## src/rtl/booth_pkg.sv

```systemverilog
// Shared radix-4 Booth definitions: digit encoding, triplet decode and
// the partial-product count / index-width helpers.
package booth_pkg;

  typedef enum logic [2:0] {ZERO, POS1, POS2, NEG1, NEG2} digit_e;

  function automatic int npp(input int width);
    return width / 2 + 1;
  endfunction

  function automatic int idxw(input int width);
    return $clog2(width / 2 + 1);
  endfunction

  // Triplet is {B[2i+1], B[2i], B[2i-1]}.
  function automatic digit_e decode(input logic [2:0] triplet);
    case (triplet)
      3'b001, 3'b010: return POS1;
      3'b011:         return POS2;
      3'b100:         return NEG2;
      3'b101, 3'b110: return NEG1;
      default:        return ZERO;
    endcase
  endfunction

endpackage

```

## src/rtl/booth_sel.sv

```systemverilog
// Combinational Booth selector: turns a digit and multiplicand A into a
// one's-complement partial product plus its +1 correction bit.
module booth_sel
  import booth_pkg::*;
#(
  parameter int WIDTH = 14
) (
  input  digit_e                   digit,
  input  logic        [WIDTH-1:0]  a,
  output logic signed [WIDTH+1:0]  pp_data,
  output logic                     pp_neg
);

  always_comb begin
    pp_data = '0;
    pp_neg  = 1'b0;
    case (digit)
      POS1: pp_data = {2'b00, a};
      POS2: pp_data = {1'b0, a, 1'b0};
      NEG1: begin
        pp_data = ~{2'b00, a};
        pp_neg  = 1'b1;
      end
      NEG2: begin
        pp_data = ~{1'b0, a, 1'b0};
        pp_neg  = 1'b1;
      end
      default: ;
    endcase
  end

endmodule

```

## src/rtl/booth_pp_seq.sv

```systemverilog
// Sequential radix-4 Booth partial-product generator, one digit per beat.
// Define BOOTH_PP_ACC_EN to add the on-block accumulator and prod_* ports.
module booth_pp_seq
  import booth_pkg::*;
#(
  parameter  int WIDTH = 14,
  localparam int NPP   = npp(WIDTH),
  localparam int IDXW  = idxw(WIDTH)
) (
  input  logic                      clk,
  input  logic                      rst_n,
  input  logic                      in_valid,
  output logic                      in_ready,
  input  logic        [WIDTH-1:0]   in_a,
  input  logic        [WIDTH-1:0]   in_b,
  output logic                      pp_valid,
  input  logic                      pp_ready,
  output logic signed [WIDTH+1:0]   pp_data,
  output logic                      pp_neg,
  output logic        [IDXW-1:0]    pp_idx,
  output logic                      pp_last
`ifdef BOOTH_PP_ACC_EN
  ,
  output logic                      prod_valid,
  output logic        [2*WIDTH-1:0] prod_data
`endif
);

  typedef enum logic {IDLE, RUN} state_e;

  state_e           state;
  logic [WIDTH-1:0] a_p0, b_p0;
  logic [IDXW-1:0]  idx_p0;
  logic [WIDTH+2:0] b_ext;
  logic [2:0]       triplet;
  digit_e           digit;
  logic             in_fire, pp_fire;

  // B[-1] = 0 on the right, zero bits above the MSB on the left.
  assign b_ext    = {2'b00, b_p0, 1'b0};
  assign triplet  = 3'(b_ext >> {idx_p0, 1'b0});
  assign digit    = (state == RUN) ? decode(triplet) : ZERO;

  assign pp_valid = (state == RUN);
  assign pp_idx   = pp_valid ? idx_p0 : '0;
  assign pp_last  = pp_valid && (idx_p0 == IDXW'(NPP - 1));
  assign in_ready = (state == IDLE) || (pp_last && pp_ready);
  assign in_fire  = in_valid && in_ready;
  assign pp_fire  = pp_valid && pp_ready;

  booth_sel #(.WIDTH(WIDTH)) u_sel (
    .digit   (digit),
    .a       (a_p0),
    .pp_data (pp_data),
    .pp_neg  (pp_neg)
  );

  // Operand capture and digit sequencing
  always_ff @(posedge clk or negedge rst_n) begin
    if (!rst_n) begin
      state  <= IDLE;
      a_p0   <= '0;
      b_p0   <= '0;
      idx_p0 <= '0;
    end else if (in_fire) begin
      state  <= RUN;
      a_p0   <= in_a;
      b_p0   <= in_b;
      idx_p0 <= '0;
    end else if (pp_fire) begin
      if (pp_last) begin
        state  <= IDLE;
        idx_p0 <= '0;
      end else begin
        idx_p0 <= idx_p0 + IDXW'(1);
      end
    end
  end

`ifdef BOOTH_PP_ACC_EN
  localparam int ACCW = 2 * WIDTH + 2;

  logic signed [ACCW-1:0] acc_p1, term, acc_nxt;

  always_comb begin
    term    = (ACCW'(pp_data) + ACCW'(pp_neg)) <<< {idx_p0, 1'b0};
    acc_nxt = acc_p1 + term;
  end

  // Accumulation; the final beat's sum goes straight to prod_data so a
  // back-to-back operand can clear the accumulator in the same cycle.
  always_ff @(posedge clk or negedge rst_n) begin
    if (!rst_n) begin
      acc_p1     <= '0;
      prod_valid <= 1'b0;
      prod_data  <= '0;
    end else begin
      prod_valid <= pp_fire && pp_last;
      if (pp_fire && pp_last) prod_data <= acc_nxt[2*WIDTH-1:0];
      if (in_fire)      acc_p1 <= '0;
      else if (pp_fire) acc_p1 <= acc_nxt;
    end
  end
`endif

endmodule

```

## config.mk

```make
export PLATFORM = sky130hd
export DESIGN_NAME = booth_pp_seq
export DESIGN_NICKNAME = d
export VERILOG_FILES = /design/src/rtl/booth_pkg.sv /design/src/rtl/booth_sel.sv /design/src/rtl/booth_pp_seq.sv
export SDC_FILE = /design/constraint.sdc
export NUM_CORES = 1
export LEC_CHECK = 0
export ABC_AREA = 1
export ABC_CLOCK_PERIOD_IN_PS = 4900
export BUFFER_PORTS_ARGS = -buffer_cell sky130_fd_sc_hd__buf_2
export CAP_MARGIN = 20
export CORE_MARGIN = 4
export CORE_UTILIZATION = 31
export CTS_CLUSTER_SIZE = 10
export DETAILED_ROUTE_END_ITERATION = 8
export SYNTH_ARGS = -nofsm -noshare
export SYNTH_HDL_FRONTEND = slang
export SYNTH_HIERARCHICAL = 1
export SYNTH_SLANG_ARGS = --single-unit
```

## constraint.sdc

```tcl
create_clock -name clk -period 4.9 [get_ports clk]
set_input_delay 0.245 -clock clk [delete_from_list [all_inputs] [get_ports clk]]
set_output_delay 0.245 -clock clk [all_outputs]
set_load 0.02 [all_outputs]
```

After elaboration in Yosys (flattened, before gate mapping)
Cells that the tools add are included.

Input bits: 32. Register bits: 32. Output and inout bits: 23. Word-level logic and storage cells: 42.

Shift-type cells: 1. Equality and inequality tests: 11. Bitwise logic cells: 3. Reduce and logical (&&, ||, !) cells: 11. Multiplexer cells: 11. Add/subtract/negate cells: 1.

Operator list (number): case mux 16 bit (4 select lines) (1); inverter 14 -> 16 bit (1); inverter 15 -> 16 bit (1); equality test 3 bit (second input constant) (5); 2-to-1 mux 3 bit (5); right shift 15 x 4 -> 3 bit (1); equality test 3 x 2 -> 1 bit (second input constant) (4); case mux 3 bit (4 select lines) (1); equality test 3 x 1 -> 1 bit (second input constant) (2); OR reduction 2 bit (3); logical AND 1 bit (4); 2-to-1 mux 1 bit (4); nonzero test 2 bit (2); adder 3 x 1 -> 3 bit (second input constant) (1); AND reduction 2 bit (1); logical OR 1 bit (1); inverter 1 bit (1).

Logic depth before layout (Yosys ltp)
Word-level depth: 8. Gate-level depth with buffers: 19. Gate-level depth less buffers: 17.

Hierarchy
Netlist, hierarchy kept.

By module, submodules not included: booth_pp_seq (instances 1, area an instance 1714.1 µm², sequential area each 800.8 µm², cells an instance 154); booth_sel (instances 1, area an instance 569.3 µm², sequential area each 0.0 µm², cells an instance 126).

Worst setup path before layout
OpenSTA, ideal clock, no wires.

Path type: flip-flop to output port. Start: register idx_p0[1]. End: output port pp_data[14]. Path buffers: 2. Setup slack: 2.335 ns. Arrival time: 2.320 ns. Data required time: 4.655 ns. Cell stages (with the launch flop): 17. Cells stage by stage: dfrtp_1 > buf_4 > inv_1 > nand2_1 > o211ai_1 > nand2_1 > o21ai_2 > inv_1 > ha_1 > nor2_1 > nand3_1 > nand2_1 > nor2_1 > nor2_2 > nand2_4 > buf_6 > o22ai_1.

Longest elaborated chain between the ends: 7. Elaborated cells on any way between the ends: 16. Those cells by class: eq/ne (10); shift (1); mux (3); reduce/logical (2).

Ends and longest elaborated chain: from (decl) (line booth_pp_seq.sv:33) `logic [IDXW-1:0] idx_p0;`; from (signal assigned) (line booth_pp_seq.sv:75) `idx_p0 <= idx_p0 + IDXW'(1);`; right shift 15 x 4 -> 3 bit (*) (line booth_pp_seq.sv:41) `assign triplet = 3'(b_ext >> {idx_p0, 1'b0});`; equality test 3 bit, or another cell as far along (line booth_pkg.sv:17) `case (triplet)`; OR reduction 2 bit (line booth_pkg.sv:17); case mux 3 bit (4 select lines) (*) (line booth_pkg.sv:17); 2-to-1 mux 3 bit (*) (line booth_pp_seq.sv:42) `assign digit = (state == RUN) ? decode(triplet) : ZERO;`; via digit[1] (line booth_pp_seq.sv:36) `digit_e digit;`; equality test 3 bit, or another cell as far along (line booth_sel.sv:17) `case (digit)`; case mux 16 bit (4 select lines) (*) (line booth_sel.sv:17); to (decl) (line booth_pp_seq.sv:18) `output logic signed [WIDTH+1:0] pp_data,`.

Mark *: on every way through the listed nets, which the timed path passes. The rest lies on a longest branch.

Worst setup path in the final report
Start: register idx_p0[1]. End: output port pp_data[13].

The elaborated chain is that of the path after synthesis.

==> results.txt <==
Vias/cell - 4.37
Worst EP required - 4.66 ns
Synth-to-layout area growth - 16.2%
Cell Area, Synth - 2280 um^2
Layout cells sized above 1 - 32.1%
Routed WL - 4.82 mm
# setup viols final - 0
Crit path DAT - 3.11 ns
Seq/Total Area, Yosys - 35.1%
Mapped Cells - 280
Final ANT Viol Nets - 0
Rows - 31
Fin worst setup slack - 1.54 ns
CTS root buf - clkbuf_8
YS warnings - 6
WS Path Type - flip-flop to output port
PostCTS Resize Cnt - 0
Placer congestion estimate - 0.811
Total track usage - 11.7%
Postcts setup bufs - 0
CTS clk-pin slew, worst paths - 0.06 ns
Mean Syn Cell Area - 8.16 um^2
H-tree lvl count - 2
Synthesized Nets - 318
Final min period - 3.36 ns
Critical Path Fanout Max - 12
Clk Latency, worst-skew pair - 0.28 ns
TritonCTS Buffers - 5
Vias in the first global route - 1,788
Final worst-path cycle share - 68.5%
Max Cap Viol - 0
Startpoint Class - flip-flop
Fill cell count - 805
R2R setup slack - 2.80 ns
DR iter-0 viols - 71
Post-synth cell types - 25
Core area - 7210 um^2
CTS max path bufs - 2
Worst-Margin Slew - 0.726 ns
Flops & latches, synth - 32
CTS tree - done
ANT cells - 0
Die height - 93.8 um
Fin Setup TNS - 0 ns
Largest net degree at the start of global routing - 33
Crit. End Element - output port
Relative slew slack - 51.6%
First-pass GRT wire length - 8.13 mm
RSZ-0062 raised after global routing - no
Via count - 1,875
Initial Utilization - 31.7%
DPL Wire Length - 3.57 mm
Die ar. - 8800 um^2
Final Hold Violating Endpoints - 0
Residual DRC - 0
Pre-CTS setup slack - 1.86 ns
Clock Sink Count - 32
Status - finished clean
DR pass1 iterations - 4
Total Nets Final - 368
Port Buffer Count - 54
Clk_skew - 0.00196 ns
Tightest Hold Check Type - input port to async pin
WL/cell - 11.2 um
Initial antenna violation count - 0
Final Slew Violations - 0
# IOs - 55
Hold buffer count at CTS - 0
Gr ovfl total - 0
Die W - 93.8 um
Max Freq - 298 MHz
==> final cells by class <==
cell class                 count  area [um^2]  area share, %
inverter                      33          126           4.76
sequential                    32          801           30.2
tap                           99          124           4.67
timing repair buffer          54          270           10.2
multi-input combinational    204         1240           46.6
clock buffer                   7         96.3           3.63
==> cell usage after synthesis <==
cell      instances  area (um^2)
nand2_1          84          315
nand2_4           2         22.5
ha_1              6         75.1
nand4_1           3         18.8
inv_4             1         6.26
dfrtp_1          32          801
nand2_8           1         20.0
o21ai_2           1         8.76
nand3_2           2         20.0
nand2_2           1         6.26
nor2_2            8         50.1
buf_6            10          113
mux2_2            2         22.5
nand3_1          11         55.1
a21oi_1           4         20.0
inv_1            30          113
mux2_4           24          360
o21ai_0           9         45.0
nor2_1           40          150
nand3_4           1         17.5
buf_4             1         7.51
o21ai_1           3         15.0
o22ai_1           1         6.26
inv_2             2         7.51
o211ai_1          1         7.51
==> worst max-delay path, stage by stage, from the launching register on <==
cell,delay [ns]
dfrtp_1,0.52
inv_1,0.18
o211ai_1,0.20
nand2_1,0.08
o21ai_2,0.17
ha_1,0.18
nor2_1,0.04
nand3_1,0.08
nand2_1,0.05
nor2_1,0.50
nand3_2,0.37
nand2_1,0.15
nand2_1,0.07
nand2_1,0.08
buf_2,0.16
==> per-layer routing <==
layer  vias to the layer above  GRT usage, %  wire length (um)
li1                        973             -                 -
met1                       840          15.4              2290
met2                        53          18.6              2200
met3                         9          2.24               218
met4                         0          5.05               110
met5                         -             0                 0
==> state kept, by name, summed over array words and instances, names as in the netlist <==
name	count
a_p0	14
pp_valid	1
idx_p0	3
b_p0	14
==> logic make-up (layout without fill, tap and decap cells) <==
kind of cell               after synthesis  count (layout)  share of synthesized area [%]
AOI/OAI and AO/OA                       19              19                           4.49
and+or+nand+nor                        153             153                           29.6
buffers and inverters                   44              94                           10.8
muxes                                   26              26                           16.8
DFF                                     32              32                           35.1
adders and majority gates                6               6                           3.29
==> cell usage in the layout (no fill, tap or decap), types with 2 or more instances in the layout <==
cell	count
a21oi_1	4
buf_2	54
clkbuf_8	7
dfrtp_1	32
ha_1	6
inv_1	30
inv_2	2
mux2_2	2
mux2_4	24
nand2_1	84
nand2_4	2
nand3_1	11
nand3_2	2
nand4_1	3
nor2_1	40
nor2_2	8
o21ai_0	9
o21ai_1	3
==> per-stage QoR <==
| stage | util [%] | hold slack (ns) | area (um^2) | std cells |
|---|---|---|---|---|
| 3_3_place_gp | 35.4 | 0.359 | 2560 | 422 |
| 6_report | 36.8 | 0.0193 | 2650 | 429 |
| 5_1_grt | 36.8 | 0.0863 | 2650 | 429 |
| 2_1_floorplan | - | -0.0506 | 2280 | 280 |
| 4_1_cts | 36.8 | 0.0485 | 2650 | 429 |
| 3_5_place_dp | 35.4 | 0.353 | 2560 | 422 |
==> worst paths after layout <==
kind | depth (start not counted) | end | from
max in group asynchronous | 1 | b_p0[8] | rst_n
min | 1 | a_p0[7] | rst_n
max reg2reg | 6 | a_p0[10] | idx_p0[0]
max | 14 | pp_data[13] | idx_p0[1]
min reg2reg | 1 | b_p0[4] | b_p0[4]
min in group clk | 2 | a_p0[2] | in_a[2]
Power is left out: the tool's default activity adds up to more than one toggle a clock period on the data nets, which glitch-free logic cannot reach.
